==> src/rtl/fpfx_pkg.sv <==
// fpfx_pkg: shared constants and stage payload types for the float/fixed
// conversion pipeline (fp_fixed_convert_pipe).
//   - IEEE-754 single-precision field constants
//   - flag bit positions within flags[2:0] = {invalid, overflow, inexact}
//   - mode encodings for the n input
//   - stage payload structs carried between pipeline registers
package fpfx_pkg;

    localparam int EXP_BIAS = 127;
    localparam int MANT_W   = 23;
    localparam int EXP_W    = 8;

    localparam int FLG_INVALID  = 2;
    localparam int FLG_OVERFLOW = 1;
    localparam int FLG_INEXACT  = 0;

    localparam logic MODE_F2X = 1'b0;
    localparam logic MODE_X2F = 1'b1;

    typedef enum logic [2:0] {
        CLS_ZERO,
        CLS_DENORM,
        CLS_NORM,
        CLS_INF,
        CLS_NAN
    } fp_class_e;

    // S1 payload.
    // f2x: exp = biased exponent, mant = {hidden, fraction}.
    // x2f: exp = leading-one index p, mant = |x| (WL+1 significant bits).
    typedef struct packed {
        logic             mode;
        logic             sign;
        logic signed [10:0] exp;
        logic [31:0]      mant;
        fp_class_e        cls;
    } stage_t;

    // S2 payload.
    // f2x: mag = fixed-point magnitude after shift, sticky = discarded bits.
    // x2f: fexp/fmant = packed float fields, sticky = dropped mantissa bits.
    typedef struct packed {
        logic              mode;
        logic              sign;
        fp_class_e         cls;
        logic [63:0]       mag;
        logic              sticky;
        logic [EXP_W-1:0]  fexp;
        logic [MANT_W-1:0] fmant;
    } shift_t;

endpackage

==> src/rtl/lzd_param.sv <==
// lzd_param: parametrised leading-one detector (combinational).
//   vec   : input vector, WIDTH bits
//   index : position of the most significant set bit (0 when none)
//   valid : 1 when any bit of vec is set
module lzd_param #(
    parameter int WIDTH = 32,
    localparam int IDX_W = $clog2(WIDTH)
) (
    input  logic [WIDTH-1:0] vec,
    output logic [IDX_W-1:0] index,
    output logic             valid
);

    // Scan upward so the highest set bit is the last one written.
    always_comb begin
        index = '0;
        valid = 1'b0;
        for (int unsigned i = 0; i < WIDTH; i++) begin
            if (vec[i]) begin
                index = IDX_W'(i);
                valid = 1'b1;
            end
        end
    end

endmodule

==> src/rtl/fp_fixed_convert_pipe.sv <==
// fp_fixed_convert_pipe: pipelined IEEE-754 single <-> signed Q(INT_W).(FRAC_W)
// converter, one conversion per enabled cycle.
//   clk, reset_n : clock, synchronous active-low reset (overrides clk_en)
//   clk_en       : stage enable; low freezes every register including outputs
//   start        : input valid, sampled when clk_en=1
//   n            : mode, 0 = float->fixed, 1 = fixed->float (travels with data)
//   dataa        : float bits, or fixed word in dataa[WL-1:0]
//   result       : sign-extended fixed word, or float bits
//   done         : one-cycle pulse per accepted start, 3 enabled edges after
//                  the edge that captured start
//   flags        : {invalid, overflow, inexact}, aligned with done
module fp_fixed_convert_pipe
    import fpfx_pkg::*;
#(
    parameter int INT_W  = 8,
    parameter int FRAC_W = 13
) (
    input  logic        clk,
    input  logic        reset_n,
    input  logic        clk_en,
    input  logic        start,
    input  logic        n,
    input  logic [31:0] dataa,
    output logic [31:0] result,
    output logic        done,
    output logic [2:0]  flags
);

    localparam int WL    = INT_W + FRAC_W;
    localparam int IDX_W = $clog2(WL + 1);

    localparam logic [63:0] MAG_LIM = 64'd1 << (WL - 1);
    localparam logic [31:0] SAT_POS = 32'(MAG_LIM - 64'd1);
    localparam logic [31:0] SAT_NEG = ~SAT_POS;

    // Input capture rank
    logic        v0;
    logic        in_mode;
    logic [31:0] in_data;

    logic   v1, v2;
    stage_t s1, s1_next;
    shift_t s2, s2_next;

    logic [31:0] res_next;
    logic [2:0]  flg_next;

    // ---------------- S1: unpack, classify, leading-one detect ----------------
    logic [EXP_W-1:0]  f_exp;
    logic [MANT_W-1:0] f_frac;
    logic [WL-1:0]     x_word;
    logic [WL:0]       x_ext;
    logic [WL:0]       x_mag;
    logic [IDX_W-1:0]  lz_idx;
    logic              lz_valid;

    always_comb begin
        f_exp  = in_data[30:23];
        f_frac = in_data[22:0];
        x_word = in_data[WL-1:0];
        // One extra bit so |most negative| is representable.
        x_ext  = {x_word[WL-1], x_word};
        x_mag  = x_word[WL-1] ? (~x_ext + (WL+1)'(1)) : x_ext;
    end

    lzd_param #(.WIDTH(WL + 1)) u_lzd (
        .vec   (x_mag),
        .index (lz_idx),
        .valid (lz_valid)
    );

    always_comb begin
        s1_next      = '0;
        s1_next.mode = in_mode;
        if (in_mode == MODE_F2X) begin
            s1_next.sign = in_data[31];
            s1_next.exp  = 11'(f_exp);
            s1_next.mant = {8'b0, (f_exp != '0), f_frac};
            if (f_exp == '1)
                s1_next.cls = (f_frac != '0) ? CLS_NAN : CLS_INF;
            else if (f_exp == '0)
                s1_next.cls = (f_frac != '0) ? CLS_DENORM : CLS_ZERO;
            else
                s1_next.cls = CLS_NORM;
        end else begin
            s1_next.sign = x_word[WL-1];
            s1_next.exp  = 11'(lz_idx);
            s1_next.mant = 32'(x_mag);
            s1_next.cls  = lz_valid ? CLS_NORM : CLS_ZERO;
        end
    end

    // ---------------- S2: barrel shift and sticky ----------------
    int          sh;
    logic [5:0]  amt;
    logic [31:0] norm;

    always_comb begin
        s2_next      = '0;
        s2_next.mode = s1.mode;
        s2_next.sign = s1.sign;
        s2_next.cls  = s1.cls;
        // Fixed magnitude = mant * 2^(e - bias - 23 + FRAC_W)
        sh   = int'(s1.exp) - (EXP_BIAS + MANT_W) + FRAC_W;
        amt  = '0;
        norm = '0;
        if (s1.mode == MODE_F2X) begin
            case (s1.cls)
                CLS_NORM: begin
                    if (sh >= 32) begin
                        // Far out of range: force a magnitude that saturates.
                        s2_next.mag = '1;
                    end else if (sh >= 0) begin
                        amt         = 6'(sh);
                        s2_next.mag = {32'b0, s1.mant} << amt;
                    end else if (sh <= -32) begin
                        s2_next.sticky = |s1.mant;
                    end else begin
                        amt            = 6'(-sh);
                        s2_next.mag    = {32'b0, s1.mant} >> amt;
                        s2_next.sticky = |(s1.mant & ((32'h1 << amt) - 32'h1));
                    end
                end
                CLS_DENORM: s2_next.sticky = |s1.mant[MANT_W-1:0];
                default: ;
            endcase
        end else begin
            // Shift by 32-p pushes the leading one out, leaving the bits
            // below it left-aligned at bit 31.
            amt            = 6'(32 - int'(s1.exp));
            norm           = s1.mant << amt;
            s2_next.fexp   = EXP_W'(EXP_BIAS + int'(s1.exp) - FRAC_W);
            s2_next.fmant  = norm[31:9];
            s2_next.sticky = |norm[8:0];
        end
    end

    // ---------------- S3: saturate and pack ----------------
    logic [WL-1:0] word;

    always_comb begin
        res_next = '0;
        flg_next = '0;
        word     = '0;
        if (s2.mode == MODE_F2X) begin
            case (s2.cls)
                CLS_NAN: flg_next[FLG_INVALID] = 1'b1;
                CLS_INF: begin
                    res_next               = s2.sign ? SAT_NEG : SAT_POS;
                    flg_next[FLG_OVERFLOW] = 1'b1;
                end
                CLS_NORM: begin
                    // -2^(INT_W-1) is representable, +2^(INT_W-1) is not.
                    if (s2.sign ? (s2.mag > MAG_LIM) : (s2.mag >= MAG_LIM)) begin
                        res_next               = s2.sign ? SAT_NEG : SAT_POS;
                        flg_next[FLG_OVERFLOW] = 1'b1;
                    end else begin
                        word = s2.sign ? (~s2.mag[WL-1:0] + WL'(1)) : s2.mag[WL-1:0];
                        res_next              = 32'($signed(word));
                        flg_next[FLG_INEXACT] = s2.sticky;
                    end
                end
                default: flg_next[FLG_INEXACT] = s2.sticky;
            endcase
        end else if (s2.cls != CLS_ZERO) begin
            res_next              = {s2.sign, s2.fexp, s2.fmant};
            flg_next[FLG_INEXACT] = s2.sticky;
        end
    end

    // ---------------- pipeline registers ----------------
    always_ff @(posedge clk) begin
        if (!reset_n) begin
            v0     <= 1'b0;
            v1     <= 1'b0;
            v2     <= 1'b0;
            done   <= 1'b0;
            result <= '0;
            flags  <= '0;
        end else if (clk_en) begin
            v0 <= start;
            if (start) begin
                in_mode <= n;
                in_data <= dataa;
            end
            v1 <= v0;
            if (v0) s1 <= s1_next;
            v2 <= v1;
            if (v1) s2 <= s2_next;
            done <= v2;
            if (v2) begin
                result <= res_next;
                flags  <= flg_next;
            end
        end
    end

endmodule

==> config.mk <==
export PLATFORM = sky130hd
export DESIGN_NAME = fp_fixed_convert_pipe
export DESIGN_NICKNAME = d
export VERILOG_FILES = /design/src/rtl/fpfx_pkg.sv /design/src/rtl/lzd_param.sv /design/src/rtl/fp_fixed_convert_pipe.sv
export SDC_FILE = /design/constraint.sdc
export NUM_CORES = 1
export LEC_CHECK = 0
export CORE_UTILIZATION = 41
export CTS_CLUSTER_SIZE = 24
export DETAILED_ROUTE_END_ITERATION = 10
export PLACE_DENSITY = 0.7
export RECOVER_POWER = 100
export SYNTH_ARGS = -nofsm -noshare
export SYNTH_HDL_FRONTEND = slang
export SYNTH_SLANG_ARGS = --single-unit
==> constraint.sdc <==
create_clock -name clk -period 8.7 [get_ports clk]
set_input_delay 1.74 -clock clk [delete_from_list [all_inputs] [get_ports clk]]
set_output_delay 1.74 -clock clk [all_outputs]
set_load 0.02 [all_outputs]
==> results of run 1 <==
## worst max-delay path: cells and delay by family (launching register included)
kind                     cells  cell delay, ps
buffers and inverters        4            2490
AO/OA/AOI/OAI                6            1780
AND/OR/NAND/NOR              7            1330
flip-flops                   1             330
adder cells (fa/ha/maj)      1             310
XOR/XNOR                     1             250
## logic make-up (layout without fill, tap and decap cells)
| group | Yosys count | count (layout) | share of synthesized area, % |
|---|---|---|---|
| compound gates | 564 | 564 | 24.2 |
| fa+ha+maj | 13 | 13 | 1.09 |
| mux | 71 | 71 | 5.04 |
| buf+inv | 173 | 171 | 4.61 |
| flops | 210 | 210 | 39.7 |
| simple gates | 690 | 690 | 22.4 |
| xor+xnor | 49 | 49 | 3.03 |
## cells in the mapped netlist, drive strengths merged (14+ instances only)
master,instances
a211oi,38
a21oi,160
a222oi,16
a31oi,39
and2,31
and3,20
buf,26
clkbuf,109
dfxtp,39
edfxtp,171
inv,37
mux2i,56
nand2,173
nand2b,25
nand3,38
nor2,233
nor2b,27
nor3,42
nor3b,14
nor4,25
o211ai,14
o21ai,155
o22ai,31
xnor2,38
## flip-flops by register name, summed over array words and instances (netlist names)
name / count
s1: 37
v0: 1
in_data: 32
v2: 1
result: 32
flags: 3
done: 1
s2: 101
in_mode: 1
v1: 1
## metrics by stage
| stage | utilization, % | worst slack (ps) | hold WS [ps] | instances |
|---|---|---|---|---|
| 2_1_floorplan | - | 3760 | 400 | 1770 |
| 3_3_place_gp | 44.6 | 3120 | 442 | 2189 |
| 3_5_place_dp | 44.6 | 3120 | 453 | 2189 |
| 4_1_cts | 46.6 | 3080 | 460 | 2229 |
| 5_1_grt | 46.4 | 1440 | 482 | 2229 |
| 6_report | 46.4 | 1940 | 451 | 2229 |
## power breakdown
| part | internal (mW) | total [mW] | leakage, nW | switching [mW] |
|---|---|---|---|---|
| logic | 0.0815 | 0.223 | 3.57 | 0.141 |
| registers | 1.10 | 1.12 | 1.78 | 0.0229 |
| clock network | 0.539 | 0.925 | 0.340 | 0.386 |
| total | 1.72 | 2.27 | 5.70 | 0.550 |
## area by class of cell
class | count | share of cell area [%]
timing repair buffer | 93 | 5.16
clock inverter | 3 | 0.0984
sequential | 210 | 35.8
multi-input combinational | 1387 | 50.4
inverter | 38 | 0.863
tap | 461 | 3.49
clock buffer | 37 | 4.18
## layer usage
layer / track usage, % / vias to the layer above
met4: 11.7 / 0
met5: 0 / -
met2: 41.7 / 628
li1: - / 6547
met3: 3.89 / 132
met1: 32.6 / 6482
## worst max path at each step
stage | start | end
6_report | s1[35] | s2[31]
5_1_grt | s1[35] | s2[31]
4_1_cts | s1[35] | s2[31]
3_5_place_dp | s1[35] | s2[31]
3_3_place_gp | s1[35] | s2[31]
2_1_floorplan | clk_en | s2[0]
==> impl_metrics.csv, run 1 <==
group,metric,value,unit
status,status,"complete, but fails checks",
status,violations,"design-rule violations, max-capacitance violations, max-slew violations",
final_layout,multi_input_area,8330,µm²
synth,ys_seq_area_share,39.7,%
floorplanning,die_area,37100,µm²
floorplanning,start_util,41.8,%
clock_network,cts_root_buffer,"clkbuf_16",
synth,async_flop_share,0,%
floorplanning,core-area,35700,µm²
critical_path,r2r_end,"s2[31]",
run,maxCapViolCount,5,
timing,drv_slew,243,
synth,netlist_area,14900,µm²
placement,dp_hpwl,35.6,mm
floorplanning,pin_count,73,
clock_network,cts.sinks,210,
timing,layout_min_cycle_time,6760,ps
placement,placed_cell_area,15900,µm²
timing,setup_viol,0,
clock_network,clk_pin_slew_worst_paths,60,ps
global_routing,grt_pass1_wl,72.1,mm
detailed_routing,met1Wirelength,19.9,mm
critical_path,path_cells,"buf_4, clkbuf_1, a21boi_2, xnor2_2, buf_4, nor2_1, o2bb2ai_1, and2_0, nand2_1, ha_1, inv_1, a32oi_1, o21ai_0, a31oi_1, nand3b_1, nor4_1, nand4_1, nor4_1, a31oi_1",
final_layout,mostFrequentLayoutCell,"nor2_1",
global_routing,grt_max_degree,78,
critical_path,cp_max_fo,52,
critical_path,startpoint_type,"flip-flop",
timing,finClkSkew,11.0,ps
synth,avgSynthCellArea,8.43,µm²
critical_path,slowest_stage,"clkbuf_1",
hold_path,worst_hold_path_type,"reg2reg",
synth,synth_nets,1820,
detailed_routing,postRouteAntennaNets,0,
critical_path,rrSetupSlack,1940,ps
critical_path,worstPathArrival,7030,ps
floorplanning,die_w,193,µm
placement,numPortBuffers,72,
global_routing,grt_pass1_vias,12525,
timing,tightest_slew,3910,ps
critical_path,r2r-start,"s1[35]",
final_layout,regArea,5920,µm²
synth,ys_ff_latch,210,
synth,yosys_warnings,0,
detailed_routing,dr_wl_met3,3.45,mm
final_layout,final_nets,1804,
final_layout,final_cell_mix,"232 x nor2_1, 172 x nand2_1, 171 x edfxtp_1",
synth,syn_inst,1770,
detailed_routing,drc_errors,11,
timing,hold_viol,0,
final_layout,syn2layout_area_growth,10.8,%
pwr,ir_drop,0.145,mV
clock_network,clk_path_buf_depth,3,
pwr,total_power,2.27,mW
timing,relSlewSlack,-161,%
final_layout,diodes,0,
timing,fin_setup_tns,0,ps
global_routing,grt_usage,25.4,%
critical_path,crit_type,"reg2reg",
final_layout,drive_above_1_share,5.83,%
timing,max_freq,148,MHz
critical_path,critical-path-max-stage-delay,1670,ps
clock_network,postCtsSetupBuffers,0,
synth,yosys.area.top_type,"edfxtp_1",
synth,synth_edf_count,171,
detailed_routing,wl_per_cell,21.4,µm
floorplanning,rows,69,
synth,synth_cell_types,105,
clock_network,numCtsBuffers,24,
pwr,p_per_area,137,nW/µm²
final_layout,postLayoutCellArea,16500,µm²
critical_path,end_kind,"flip-flop",
global_routing,grt_overflow_total,0,
clock_network,hold_buffers,0,
timing,rsz0062_at_grt,"false",
detailed_routing,dr.first_iter.drc_count,1614,
critical_path,worstPathRequired,8970,ps
pwr,power.leakage,5.70,nW
hold_path,hold_path_depth,2,
synth,yosys-top-cells-area,"edfxtp_1 34%, nor2_1 5.8%, a21oi_1 5.3%, dfxtp_1 5.2%, o21ai_0 5.1%",
final_layout,n_fill_cell,3432,
hold_path,holdPathEnd,"flags[0]",
detailed_routing,vias_per_cell,6.19,
critical_path,rr_worst_depth,19,
clock_network,cts_resized,0,
clock_network,tritoncts,"yes",
detailed_routing,firstDrtPassIters,10,
detailed_routing,dr.max_layer_used,"met4",
synth,ys.flop_type,"edfxtp_1",
detailed_routing,vias,13789,
hold_path,hp-start,"flags[0]",
synth,synth_top_area_share,34.4,%
detailed_routing,wl_met2,22.2,mm
global_routing,antenna_found_initial,0,
floorplanning,die_y,193,µm
clock_network,worst_skew_pair.late_latency,540,ps
detailed_routing,wirelength,47.8,mm
clock_network,cts_htree_levels,1,
timing,fin_crit_sh,77.7,%
placement,place_congestion,1.04,
No activity file was read; power rests on OpenSTA's default activity.
==> run 2: changes to the inputs <==
--- a/config.mk
+++ b/config.mk
@@ -8,7 +8,7 @@
 export CORE_UTILIZATION = 41
 export CTS_CLUSTER_SIZE = 24
 export DETAILED_ROUTE_END_ITERATION = 10
-export PLACE_DENSITY = 0.7
+export PLACE_DENSITY = 0.72
 export RECOVER_POWER = 100
 export SYNTH_ARGS = -nofsm -noshare
 export SYNTH_HDL_FRONTEND = slang
==> constraint.sdc (replaced) <==
create_clock -name clk -period 6.2 [get_ports clk]
set_input_delay 1.24 -clock clk [delete_from_list [all_inputs] [get_ports clk]]
set_output_delay 1.24 -clock clk [all_outputs]
set_load 0.02 [all_outputs]
==> run 2 against run 1 <==
The run still ends with design-rule violations, max-capacitance violations, max-slew violations left. Flip-flop and latch count did not move. Wire length grew 0.22%. Non-clock buffer count up 3. Final cell count rose by 0.22%. Combinational power up 40%. Maximum frequency is 25% higher. Global-route usage rose by 0.53 points. Setup slack got worse by 1100 ps. Clock skew rose by 4.8 ps. Utilization rose by 0.31 points. Via count rose by 1.2%. Count of clock-buffer cells in the layout shrank 9. Largest cell class unchanged. Highest routed layer unchanged.
==> impl_metrics.csv, run 2 (synthesis gave the netlist of run 1 again) <==
group,metric,value,unit
timing,relSlewSlack,-36.9,%
detailed_routing,postRouteAntennaNets,0,
clock_network,worst_skew_pair.late_latency,530,ps
placement,place_congestion,1.06,
clock_network,numCtsBuffers,23,
timing,drv_slew,195,
hold_path,worst_hold_path_type,"reg2reg",
clock_network,tritoncts,"yes",
critical_path,crit_type,"reg2reg",
pwr,ir_drop,0.211,mV
clock_network,cts.sinks,210,
critical_path,end_kind,"flip-flop",
status,violations,"design-rule violations, max-capacitance violations, max-slew violations",
detailed_routing,vias_per_cell,6.25,
critical_path,r2r-start,"s1[35]",
placement,numPortBuffers,72,
final_layout,drive_above_1_share,6.26,%
global_routing,grt_pass1_wl,74.0,mm
clock_network,hold_buffers,0,
critical_path,startpoint_type,"flip-flop",
floorplanning,die_y,193,µm
global_routing,grt_overflow_total,0,
timing,tightest_slew,2050,ps
clock_network,clk_path_buf_depth,3,
timing,hold_viol,0,
timing,setup_ws,802,ps
detailed_routing,firstDrtPassIters,11,
final_layout,final_cell_mix,"232 x nor2_1, 172 x nand2_1, 171 x edfxtp_1",
final_layout,final_nets,1806,
placement,dp_hpwl,35.9,mm
final_layout,mostFrequentLayoutCell,"nor2_1",
timing,fin_crit_sh,87.1,%
pwr,total_power,3.33,mW
timing,finClkSkew,15.8,ps
hold_path,hp-start,"flags[0]",
detailed_routing,wirelength,47.9,mm
clock_network,cts_htree_levels,1,
floorplanning,rows,69,
critical_path,worstPathArrival,5660,ps
clock_network,cts_resized,0,
run,maxCapViolCount,5,
floorplanning,start_util,41.8,%
critical_path,rr_worst_depth,14,
critical_path,cp-startpoint,"s1[35]",
timing,layout_min_cycle_time,5400,ps
final_layout,diodes,0,
final_layout,syn2layout_area_growth,11.6,%
global_routing,grt_usage,25.9,%
critical_path,worstPathRequired,6460,ps
clock_network,cts_root_buffer,"clkbuf_16",
floorplanning,pin_count,73,
floorplanning,core-area,35700,µm²
clock_network,clk_pin_slew_worst_paths,60,ps
timing,setup_viol,0,
clock_network,postCtsSetupBuffers,0,
pwr,p_per_area,200,nW/µm²
status,status,"complete, but fails checks",
pwr,power.leakage,5.77,nW
detailed_routing,wl_per_cell,21.4,µm
critical_path,cp_max_fo,36,
detailed_routing,drc_errors,12,
detailed_routing,dr.first_iter.drc_count,1447,
timing,fin_setup_tns,0,ps
timing,max_freq,185,MHz
global_routing,grt_pass1_vias,12936,
hold_path,hold_path_depth,2,
global_routing,antenna_found_initial,0,
final_layout,largestRegisters,"s2 x101, s1 x37",
detailed_routing,vias,13959,
final_layout,largest_reg_flops,101,
global_routing,grt_max_degree,75,
placement,pre_cts_ws,1330,ps
floorplanning,die_w,193,µm
final_layout,largest_register,"s2",
timing,rsz0062_at_grt,"false",
floorplanning,die_area,37100,µm²
## run 2: routing by layer
metal  track usage, %  vias to the layer above  share of wire (%)
met5                0                        -                  0
met4             12.5                        0                5.2
met3             3.53                      144                7.2
met2             41.9                      616                 46
met1             33.9                     6645                 42
li1                 -                     6554                  -
## run 2: area by class of cell
cell class	count	area, µm²
Clock buffer	28	594
Clock inverter	14	203
Fill cell	3435	19000
Inverter	38	143
Multi-Input combinational cell	1387	8330
Sequential cell	210	5920
Tap cell	461	577
Timing Repair Buffer	96	878
## run 2: metrics by stage
stage / cell area, µm² / hold slack, ps / instances / utilization, %
2_1_floorplan: 14900 / 400 / 1770 / -
6_report: 16600 / 453 / 2234 / 46.7
4_1_cts: 16700 / 460 / 2234 / 46.8
5_1_grt: 16600 / 491 / 2234 / 46.7
3_3_place_gp: 15900 / 446 / 2192 / 44.6
3_5_place_dp: 15900 / 445 / 2192 / 44.6
## run 2: where the power goes
part	internal (mW)	switching, mW	total (mW)	leakage (nW)
Clock	0.892	0.554	1.45	0.388
Combinational	0.115	0.198	0.313	3.60
Sequential	1.54	0.0327	1.57	1.78
Total	2.55	0.785	3.33	5.77
## run 2: critical path, cell delays in order, from the launching register on
cell and delay (ps):
edfxtp_1 380, inv_1 70, buf_4 280, ha_1 690, nor2b_1 410, or3_4 250
and2_4 310, inv_1 590, nor4_1 570, a311oi_1 210, o21ai_0 360, o22ai_1 140
or4bb_1 470, nor4_1 240, a31oi_1 150
## run 2: path summary, 6_finish.rpt
check,to,slack [ps]
worst max register to register,s2[31],800
worst min register to register,flags[0],450
worst min-delay path,flags[0],450
worst max-delay path,s2[31],800
